`src/rtl/asi_pkg.sv`:
```
// Shared AXI definitions for the read/write 4KB burst splitters.
package asi_pkg;

   typedef enum logic [1:0] {
      FIXED = 2'b00,
      INCR  = 2'b01,
      WRAP  = 2'b10
   } burst_e;

   typedef enum logic [1:0] {
      OKAY   = 2'b00,
      EXOKAY = 2'b01,
      SLVERR = 2'b10,
      DECERR = 2'b11
   } resp_e;

   typedef enum logic [1:0] {
      IDLE  = 2'd0,
      ISSUE = 2'd1,
      DATA  = 2'd2
   } state_e;

   localparam int BOUND_4K = 4096;

endpackage

```
`src/rtl/axi_4k_calc.sv`:
```
// Combinational sub-burst sizing: how many beats fit before the next 4KB
// boundary, the resulting ARLEN, the following aligned address and what is left.
module axi_4k_calc
   import asi_pkg::*;
#(
   parameter int AW = 32,
   parameter int LW = 8,
   parameter int SW = 3
) (
   input  logic [AW-1:0] addr,
   input  logic [SW-1:0] size,
   input  logic [LW:0]   rem,
   output logic [LW-1:0] arlen,
   output logic [AW-1:0] next_addr,
   output logic [LW:0]   rem_next
);

   logic [AW-1:0] low_mask;
   logic [AW-1:0] aligned;
   logic [12:0]   to_bnd;
   logic [LW:0]   n;

   assign low_mask = ~({AW{1'b1}} << size);
   assign aligned  = addr & ~low_mask;
   // 13 bits so a page-aligned start yields the full 4096-byte window
   assign to_bnd   = (13'(BOUND_4K) - {1'b0, aligned[11:0]}) >> size;

   always_comb begin
      n = rem;
      if (13'(rem) > to_bnd) begin
         n = to_bnd[LW:0];
      end
   end

   assign arlen     = LW'(n - (LW+1)'(1));
   assign rem_next  = rem - n;
   assign next_addr = {aligned[AW-1:12] + (AW-12)'(1), 12'h000};

endmodule

```
`src/rtl/axi_rd_4k_split.sv`:
```
// AXI4 read burst splitter: breaks INCR bursts at 4KB boundaries, merges R beats.
// Optional saturating split counter enabled by defining AXI_RD_SPLIT_CNT_EN.
module axi_rd_4k_split
   import asi_pkg::*;
#(
   parameter int AXI_DW     = 128,
   parameter int AXI_AW     = 32,
   parameter int AXI_IW     = 8,
   parameter int AXI_LW     = 8,
   parameter int AXI_SW     = 3,
   parameter int AXI_BURSTW = 2,
   parameter int AXI_RRESPW = 2
) (
   input  logic                  ACLK,
   input  logic                  ARESETn,
   input  logic [AXI_IW-1:0]     S_ARID,
   input  logic [AXI_AW-1:0]     S_ARADDR,
   input  logic [AXI_LW-1:0]     S_ARLEN,
   input  logic [AXI_SW-1:0]     S_ARSIZE,
   input  logic [AXI_BURSTW-1:0] S_ARBURST,
   input  logic                  S_ARVALID,
   output logic                  S_ARREADY,
   output logic [AXI_IW-1:0]     S_RID,
   output logic [AXI_DW-1:0]     S_RDATA,
   output logic [AXI_RRESPW-1:0] S_RRESP,
   output logic                  S_RLAST,
   output logic                  S_RVALID,
   input  logic                  S_RREADY,
   output logic [AXI_IW-1:0]     M_ARID,
   output logic [AXI_AW-1:0]     M_ARADDR,
   output logic [AXI_LW-1:0]     M_ARLEN,
   output logic [AXI_SW-1:0]     M_ARSIZE,
   output logic [AXI_BURSTW-1:0] M_ARBURST,
   output logic                  M_ARVALID,
   input  logic                  M_ARREADY,
   input  logic [AXI_IW-1:0]     M_RID,
   input  logic [AXI_DW-1:0]     M_RDATA,
   input  logic [AXI_RRESPW-1:0] M_RRESP,
   input  logic                  M_RLAST,
   input  logic                  M_RVALID,
   output logic                  M_RREADY
`ifdef AXI_RD_SPLIT_CNT_EN
   ,
   input  logic                  split_cnt_clr,
   output logic [15:0]           split_cnt
`endif
);

   state_e                  state_reg, state_next;
   logic [AXI_IW-1:0]       m_arid_reg;
   logic [AXI_AW-1:0]       m_araddr_reg;
   logic [AXI_LW-1:0]       m_arlen_reg;
   logic [AXI_SW-1:0]       m_arsize_reg;
   logic [AXI_BURSTW-1:0]   m_arburst_reg;
   logic [AXI_AW-1:0]       next_addr_reg;
   logic [AXI_LW:0]         rem_reg;

   logic [AXI_AW-1:0]       calc_addr;
   logic [AXI_SW-1:0]       calc_size;
   logic [AXI_LW:0]         calc_rem;
   logic [AXI_LW-1:0]       calc_arlen;
   logic [AXI_AW-1:0]       calc_next_addr;
   logic [AXI_LW:0]         calc_rem_next;

   logic cap_fire;
   logic cap_incr;
   logic ar_fire;
   logic last_fire;
   logic last_sub;

   assign cap_fire  = (state_reg == IDLE) && S_ARVALID;
   assign cap_incr  = (S_ARBURST == AXI_BURSTW'(INCR));
   assign ar_fire   = (state_reg == ISSUE) && M_ARREADY;
   assign last_fire = (state_reg == DATA) && M_RVALID && S_RREADY && M_RLAST;
   assign last_sub  = (rem_reg == '0);

   // Idle sizes the incoming request; otherwise it sizes the follow-on sub-burst
   always_comb begin
      calc_addr = next_addr_reg;
      calc_size = m_arsize_reg;
      calc_rem  = rem_reg;
      if (state_reg == IDLE) begin
         calc_addr = S_ARADDR;
         calc_size = S_ARSIZE;
         calc_rem  = {1'b0, S_ARLEN} + (AXI_LW+1)'(1);
      end
   end

   axi_4k_calc #(
      .AW (AXI_AW),
      .LW (AXI_LW),
      .SW (AXI_SW)
   ) u_calc (
      .addr      (calc_addr),
      .size      (calc_size),
      .rem       (calc_rem),
      .arlen     (calc_arlen),
      .next_addr (calc_next_addr),
      .rem_next  (calc_rem_next)
   );

   always_ff @(posedge ACLK or negedge ARESETn) begin
      if (!ARESETn) begin
         state_reg <= IDLE;
      end else begin
         state_reg <= state_next;
      end
   end

   always_comb begin
      state_next = state_reg;
      case (state_reg)
         IDLE:    if (cap_fire) state_next = ISSUE;
         ISSUE:   if (ar_fire) state_next = DATA;
         DATA:    if (last_fire) state_next = last_sub ? IDLE : ISSUE;
         default: state_next = IDLE;
      endcase
   end

   always_comb begin
      S_ARREADY = 1'b0;
      M_ARVALID = 1'b0;
      S_RVALID  = 1'b0;
      M_RREADY  = 1'b0;
      S_RLAST   = 1'b0;
      case (state_reg)
         IDLE:  S_ARREADY = 1'b1;
         ISSUE: M_ARVALID = 1'b1;
         DATA: begin
            S_RVALID = M_RVALID;
            M_RREADY = S_RREADY;
            S_RLAST  = M_RLAST & last_sub;
         end
         default: ;
      endcase
   end

   always_ff @(posedge ACLK or negedge ARESETn) begin
      if (!ARESETn) begin
         m_arid_reg    <= '0;
         m_araddr_reg  <= '0;
         m_arlen_reg   <= '0;
         m_arsize_reg  <= '0;
         m_arburst_reg <= '0;
         next_addr_reg <= '0;
         rem_reg       <= '0;
      end else if (cap_fire) begin
         m_arid_reg    <= S_ARID;
         m_araddr_reg  <= S_ARADDR;
         m_arsize_reg  <= S_ARSIZE;
         m_arburst_reg <= S_ARBURST;
         next_addr_reg <= calc_next_addr;
         // FIXED and WRAP bursts go out untouched as a single request
         if (cap_incr) begin
            m_arlen_reg <= calc_arlen;
            rem_reg     <= calc_rem_next;
         end else begin
            m_arlen_reg <= S_ARLEN;
            rem_reg     <= '0;
         end
      end else if (last_fire && !last_sub) begin
         m_araddr_reg  <= next_addr_reg;
         m_arlen_reg   <= calc_arlen;
         rem_reg       <= calc_rem_next;
         next_addr_reg <= calc_next_addr;
      end
   end

   assign M_ARID    = m_arid_reg;
   assign M_ARADDR  = m_araddr_reg;
   assign M_ARLEN   = m_arlen_reg;
   assign M_ARSIZE  = m_arsize_reg;
   assign M_ARBURST = m_arburst_reg;

   assign S_RID   = M_RID;
   assign S_RDATA = M_RDATA;
   assign S_RRESP = M_RRESP;

`ifdef AXI_RD_SPLIT_CNT_EN
   logic [15:0] split_cnt_reg;

   always_ff @(posedge ACLK or negedge ARESETn) begin
      if (!ARESETn) begin
         split_cnt_reg <= '0;
      end else if (split_cnt_clr) begin
         split_cnt_reg <= '0;
      end else if (cap_fire && cap_incr && (calc_rem_next != '0) &&
                   (split_cnt_reg != 16'hFFFF)) begin
         split_cnt_reg <= split_cnt_reg + 16'd1;
      end
   end

   assign split_cnt = split_cnt_reg;
`endif

endmodule

```
`config.mk`:
```
export PLATFORM = sky130hd
export DESIGN_NAME = axi_rd_4k_split
export DESIGN_NICKNAME = d
export VERILOG_FILES = /design/src/rtl/asi_pkg.sv /design/src/rtl/axi_4k_calc.sv /design/src/rtl/axi_rd_4k_split.sv
export SDC_FILE = /design/constraint.sdc
export NUM_CORES = 1
export LEC_CHECK = 0
export BUFFER_PORTS_ARGS = -buffer_cell sky130_fd_sc_hd__buf_2
export CORE_MARGIN = 2
export CORE_UTILIZATION = 34
export DETAILED_ROUTE_END_ITERATION = 6
export GPL_TIMING_DRIVEN = 0
export PLACE_DENSITY = 0.62
export SLEW_MARGIN = 5
export SYNTH_ARGS = -nofsm -noshare
export SYNTH_HDL_FRONTEND = slang
export SYNTH_SLANG_ARGS = --single-unit
export TNS_END_PERCENT = 100
```
`constraint.sdc`:
```
create_clock -name ACLK -period 12.8 [get_ports ACLK]
set_input_delay 0.64 -clock ACLK [delete_from_list [all_inputs] [get_ports ACLK]]
set_output_delay 0.64 -clock ACLK [all_outputs]
set_load 0.02 [all_outputs]
```
======== After elaboration in Yosys (flattened, before gate mapping) ========
Index checks and enable logic that the tools add are counted.
word-level totals
  bits in latches ......................... 0
  word-level logic and storage cells ...... 61
  bits in writable memories ............... 0
  register bits after elaboration ......... 96
  output and inout port bits .............. 196
  memory bits (read-only) ................. 0
  bits of input ports ..................... 198
  memories kept ........................... 0
operators by class
  shift operators ......................... 2
  bitwise logic cells ..................... 4
  eq/ne operators ......................... 6
  add/sub/neg operators ................... 5
  multiply operators ...................... 0
  muxes and demuxes ....................... 24
  magnitude comparators ................... 1
  div/mod/pow operators ................... 0
  reductions and logical operators ........ 11
operator list
  operator                                             count
  two-way mux 32 bit                                   5
  NOT 32 bit                                           2
  two-way mux 9 bit                                    5
  bitwise AND 32 bit                                   1
  << shifter 32 x 3 -> 32 bit, first input constant    1
  two-way mux 8 bit                                    3
  adder 20 x 1 -> 20 bit, second input constant        1
  greater-than comparator 9 x 13 -> 1 bit              1
  >> shifter 13 x 3 -> 13 bit                          1
  subtractor 13 x 12 -> 13 bit, first input constant   1
  adder 8 x 1 -> 9 bit, second input constant          1
  zero test 9 bit                                      1
  subtractor 9 bit                                     1
  subtractor 8 x 1 -> 8 bit, second input constant     1
  logical AND 1 bit                                    6
  two-way mux 1 bit                                    6
  two-way mux 2 bit                                    3
  != test 2 bit, second input constant                 3
  case mux 2 bit (3 select lines)                      1
  equality test 2 x 1 -> 1 bit, second input constant  2
  two-way mux 3 bit                                    1
  AND reduction 3 bit                                  1
  equality test 2 bit, second input constant           1
  zero test 2 bit                                      1
  3 further kinds                                      3

======== Depth between registers and ports, before layout ========
  word-level depth ........................ 13
  mapped depth ............................ 29
  gate-level depth less buffers ........... 28

======== Modules after synthesis ========
Synthesis repeated with hierarchy kept, for this count alone.
unflattened totals
  cell total of the unflattened synthesis .. 857
  area total of the unflattened synthesis .. 8,699.6 µm²
modules (own cells, without submodules)
  module           cells each  sequential area each (µm²)  area each (µm²)  times used
  axi_rd_4k_split  494         2,402.3                     6,228.5          1
  axi_4k_calc      363         0.0                         2,471.1          1

======== Worst setup path before layout ========
Ideal clock, no wire load.
  path type ............................... input port to flip-flop
  from .................................... input port S_ARSIZE[2]
  to ...................................... register rem_reg[6]
  required time ........................... 12.671 ns
  arrival ................................. 5.581 ns
  stages .................................. 27
  path buffers ............................ 1
  slack ................................... 7.091 ns
  setup time .............................. 0.129 ns
  path through ............................ buf_2 > or3b_4 > a22o_1 > a211o_1 > or4_4 > a31oi_1 > o221ai_1 > mux2_2 > ha_1 > nand2_1 > o21bai_1 > inv_1 > o221ai_1 > o211a_1 > o21ai_2 > nand2_1 > o21ai_1 > inv_1 > ha_1 > inv_1 > ha_1 > nor3_1 > a21oi_1 > o211ai_1 > o31a_1 > xor2_1 > o21ai_1
on the way
  cells in the longest elaborated chain, start to end .. 12
  elaborated cells on any way between the ends .. 13
  classes of those cells .................. add/sub (2); order compare (1); shift (2); mux (5); bitwise (3)
ends and longest elaborated chain
  what                                         RTL line                                        RTL
  start, declared                              axi_rd_4k_split.sv:19                           input logic [AXI_SW-1:0] S_ARSIZE,
  two-way mux 3 bit (*)                        axi_rd_4k_split.sv:82                           if (state_reg == IDLE) begin
  << shifter 32 x 3 -> 32 bit                  axi_4k_calc.sv:23                               assign low_mask = ~({AW{1'b1}} << size);
  NOT 32 bit                                   axi_4k_calc.sv:23
  NOT 32 bit                                   axi_4k_calc.sv:24                               assign aligned = addr & ~low_mask;
  bitwise AND 32 bit                           axi_4k_calc.sv:24
  subtractor 13 x 12 -> 13 bit                 axi_4k_calc.sv:26                               assign to_bnd = (13'(BOUND_4K) - {1'b0, aligned[11:0]}) >> size;
  >> shifter 13 x 3 -> 13 bit (*)              axi_4k_calc.sv:26
  greater-than comparator 9 x 13 -> 1 bit      axi_4k_calc.sv:30                               if (13'(rem) > to_bnd) begin
  two-way mux 9 bit (*)                        axi_4k_calc.sv:30
  subtractor 9 bit (*)                         axi_4k_calc.sv:36                               assign rem_next = rem - n;
  two-way mux 9 bit, on equally long branches  axi_rd_4k_split.sv:161, axi_rd_4k_split.sv:154
  two-way mux 9 bit (*)                        axi_rd_4k_split.sv:147                          end else if (cap_fire) begin
  end signal, assigned                         axi_rd_4k_split.sv:156                          rem_reg <= calc_rem_next;
  end signal, assigned                         axi_rd_4k_split.sv:164                          rem_reg <= calc_rem_next;
  end, declared                                axi_rd_4k_split.sv:56                           logic [AXI_LW:0] rem_reg;
Every way passes the cells marked *; elsewhere a longest branch is shown, timed or not. The select of a mux whose other input is x is not followed.
A chain may end at the register's enable or synchronous reset.

======== Final worst setup path ========
  from .................................... register state_reg[0]
  to ...................................... register rem_reg[6]
on the way
  cells in the longest elaborated chain, start to end .. 13
  elaborated cells on any way between the ends .. 23
  classes of those cells .................. add/sub (2); order compare (1); eq/ne (1); shift (2); mux (7); bitwise (3); reduce/logical (7)
ends and longest elaborated chain
  what                                         RTL line                                        RTL
  start, declared                              axi_rd_4k_split.sv:49                           state_e state_reg, state_next;
  start signal, assigned                       axi_rd_4k_split.sv:106                          state_reg <= state_next;
  zero test 2 bit                              axi_rd_4k_split.sv:71, axi_rd_4k_split.sv:82
  two-way mux 3 bit                            axi_rd_4k_split.sv:82
  << shifter 32 x 3 -> 32 bit                  axi_4k_calc.sv:23
  NOT 32 bit                                   axi_4k_calc.sv:23
  NOT 32 bit                                   axi_4k_calc.sv:24
  bitwise AND 32 bit                           axi_4k_calc.sv:24
  subtractor 13 x 12 -> 13 bit                 axi_4k_calc.sv:26
  >> shifter 13 x 3 -> 13 bit                  axi_4k_calc.sv:26
  greater-than comparator 9 x 13 -> 1 bit      axi_4k_calc.sv:30
  two-way mux 9 bit                            axi_4k_calc.sv:30
  subtractor 9 bit                             axi_4k_calc.sv:36
  two-way mux 9 bit, on equally long branches  axi_rd_4k_split.sv:161, axi_rd_4k_split.sv:154
  two-way mux 9 bit                            axi_rd_4k_split.sv:147
Several ways; a longest one is shown, not always the timed one. The select of a mux whose other input is x is not followed.

==> impl_results.md <==
* Wire per inst at 16.0 um
* Hold Path Class: input port to asynchronous set/reset pin
* Simple-gate area share of the yosys netlist at 21.2%
* Grt ovf at 0
* Vias per cell at 5.22
* Yosys top cell area share at 27.6%
* Register area share after synthesis at 27.6%
* Number of filler cells placed in the layout at 2229
* RSZ-0062 raised after global routing: no
* PwrDens at between 300 and 400 nW/um2
* Post-Route Utilization at 43.7%
* Yosys cell types at 83
* TritonCTS clock tree: yes
* # IOs at 394
* Final ANT Viol Nets at 0
* Vert. Die Dim at 154 um
* Final hold vios at 0
* Max FFs per register at 32
* Placement Cell Area at 9250 um2
* Worst hold slack at 0.188 ns
* Syn Nets at between 1000 and 1500
* Max Transition Viols Final at 0
* 1st-pass router iterations at 5
* Yosys reg bits at 84
* Routability congestion estimate at 0.929
* Post_cts resized at 0
* Pin count of the biggest net entering global routing at 61
* Commonest cells in the netlist: nand2_1, buf_4, dfrtp_1
* Met3 usage at between 2 and 3%
* Maximum VDD drop at between 0.1 and 0.15 mV
* Syn Inst Count at 978
* Number of antenna violations at the first check in global routing at 1
* Num CTS Buffers at 9
* Worst Path Arrival at approximately 6.7 ns
* CTS root buf: clkbuf_16
* Vias in the first global route at 7300
* Post-synthesis area per instance at 7.78 um2
* Setup bufs post-CTS at 0
* LEAKAGE at 4.70 nW
* Initial DRC Count at 571
* Main combinational cell family by area after synthesis: compound AO/OA/AOI/OAI gates
* Fin crit share at between 50% and 60%
* GRT Max-Usage Layer: met2
* Max Cap Viol at 0
* Core area at 21900 um2
* Asr flop ratio synth at 100%
* Skew final at 0.0110 ns
* Nets at approximately 1500
* Port bufs at 253
* Hold-fix buffer count after cts at 0
* Actual slew at the worst max-slew pin at roughly 1.0 ns
* Clk buf depth at 2
* Setup-failing EPs final at 0
* Fin area at 9560 um2
* Synth Flop Type: dfrtp_1
* Layout cell share with drive strength beyond 1 at 35.8%
* Mux share of post-synthesis cell area at 5.56%
* DRC viols at 0
* Post-route minimum period at between 6 and 7 ns
* CP Capture Type: flop
* Total GRT Usage at 19.6%
* Compound-gate portion of the synthesized area at 22.6%
* Vias at 7984
* Final WL at roughly 24000 um
* GR Util met2 at around a third
* Row count at 54
* Grt met1 use at 24.6%
* First-pass GRT wire length at 38000 um
* Clock-pin slew on the worst setup and hold paths at 0.07 ns
* Fmax at 154 MHz
* CTS Sinks at between 80 and 90
* Critical path startpoint category: flop
* Status: finished clean
* Worst-Skew Late Latency at 0.35 ns
* Post-synth EDFFs at 0
* Crit Path Class: flop to flop
* Cell area after synthesis at 7610 um2
* Most area-hungry cell type in the Yosys netlist: dfrtp_1
* Most frequent cell after synthesis: nand2_1
* Area occupied by multi-input gates at about 4200 um2
* Rel. slew slack at between 30% and 40%
* Starting Density at 34.8%
* Die X-Extent at around 150 um
* Synthesis-to-layout area growth at 25.6%
* Post-synthesis adder-cell area fraction at 2.63%
* H-Tree Depth at 3
* Worst EP required at roughly 13 ns
* XOR/XNOR Fraction of Synth Area at under 10%
* Maximum fanout along the worst path at 10
* FF-to-FF setup slack at 6.32 ns
* Final TNS setup at 0 ns
* Final HPWL DP at between 15000 and 20000 um
* Largest cells by area after synthesis: dfrtp_1, buf_4, nand2_1, o21ai_0, mux2i_1
* Yosys warning total at 0
* Reg area at 2100 um2
* Die area at ~24000 um2
layout by cell type, fill, tap and decap left out, types with 4 or more instances in the layout:
cell type	netlist	routed
and2_1	14	14
o22ai_1	7	7
nor2_1	57	57
o21ai_0	69	69
a21oi_1	49	49
mux2_2	5	5
or3_1	4	4
buf_2	5	257
ha_1	16	16
nand2b_1	7	7
dfrtp_1	84	84
a211oi_1	8	8
inv_1	18	18
xor2_1	8	8
xnor2_1	22	22
o211ai_1	9	9
nand3_1	38	38
nor3_1	19	19
clkbuf_1	27	27
o31ai_1	15	15
nor3b_1	5	5
o221ai_1	6	6
a31oi_1	14	14
a21o_1	5	5
nand4_1	7	7
a31o_1	4	4
buf_4	140	141
nand2_1	170	170
a22oi_1	5	5
o21a_1	7	7
o21ai_1	15	15
mux2i_1	33	33
buf_1	7	7
clkbuf_16	0	9
and3_1	9	9
nor2b_1	6	6
metal layers:
layer	part of all wire [%]	routed length, um	up-vias
li1	-	-	3866
met1	40	9840	3742
met2	51	12400	354
met3	7.4	1820	22
met4	1.3	329	0
met5	0	0	-
kinds of logic after synthesis:
group / count (synthesis)
and+or+nand+nor: 352
AOI/OAI and AO/OA: 257
buffers and inverters: 199
DFF: 84
muxes: 40
xor gates and xnor gates: 30
adders and majority gates: 16
worst paths after layout:
| kind | start | endpoint | cells after the start |
|---|---|---|---|
| min in group ACLK | M_ARID[5] | M_ARID[5] | 2 |
| worst min-delay path | ARESETn | M_ARADDR[28] | 1 |
| max in group asynchronous | ARESETn | rem_reg[3] | 2 |
| worst min register to register | M_ARID[5] | M_ARID[5] | 2 |
| worst max register to register | state_reg[0] | rem_reg[6] | 27 |
| worst max-delay path | state_reg[0] | rem_reg[6] | 27 |
report_power, final:
group	total, mW	internal, mW	switching, mW
combinational	2.28	0.844	1.44
clock	0.272	0.152	0.119
sequential	0.496	0.397	0.0997
critical path: stages, from the launching register on:
cell and delay, ns:
dfrtp_1 0.47, buf_6 0.18, or3b_4 0.40, a22o_1 0.23, a211o_1 0.33, or4_4 0.47
a31oi_1 0.24, o221ai_1 0.18, mux2_2 0.42, ha_1 0.34, nand2_1 0.07, o21bai_1 0.18
inv_1 0.06, o221ai_1 0.10, o211a_1 0.18, o21ai_2 0.35, nand2_1 0.13, o21ai_1 0.37
inv_1 0.08, ha_1 0.23, inv_1 0.06, ha_1 0.26, nor3_1 0.10, a21oi_1 0.14
o211ai_1 0.17, o31a_1 0.33, xor2_1 0.18, o21ai_1 0.07
final cells by class:
| type | instances | area share [%] |
|---|---|---|
| Clock inverter | 7 | 0.773 |
| Clock buffer | 9 | 2.36 |
| Tap cell | 280 | 3.67 |
| Timing Repair Buffer | 254 | 13.6 |
| Inverter | 19 | 0.746 |
| Multi-Input combinational cell | 695 | 44.2 |
| Buffer | 180 | 12.7 |
| Antenna cell | 1 | 0.0262 |
| Sequential cell | 84 | 22.0 |
stage by stage:
step	setup WS, ns	total power, mW	std cells
5_1_grt	5.85	3.32	1528
3_3_place_gp	6.17	2.73	1511
2_1_floorplan	7.09	2.18	978
3_5_place_dp	6.12	2.75	1512
6_report	6.32	3.05	1529
4_1_cts	6.41	3.03	1528
(Power assumes the default switching activity.)
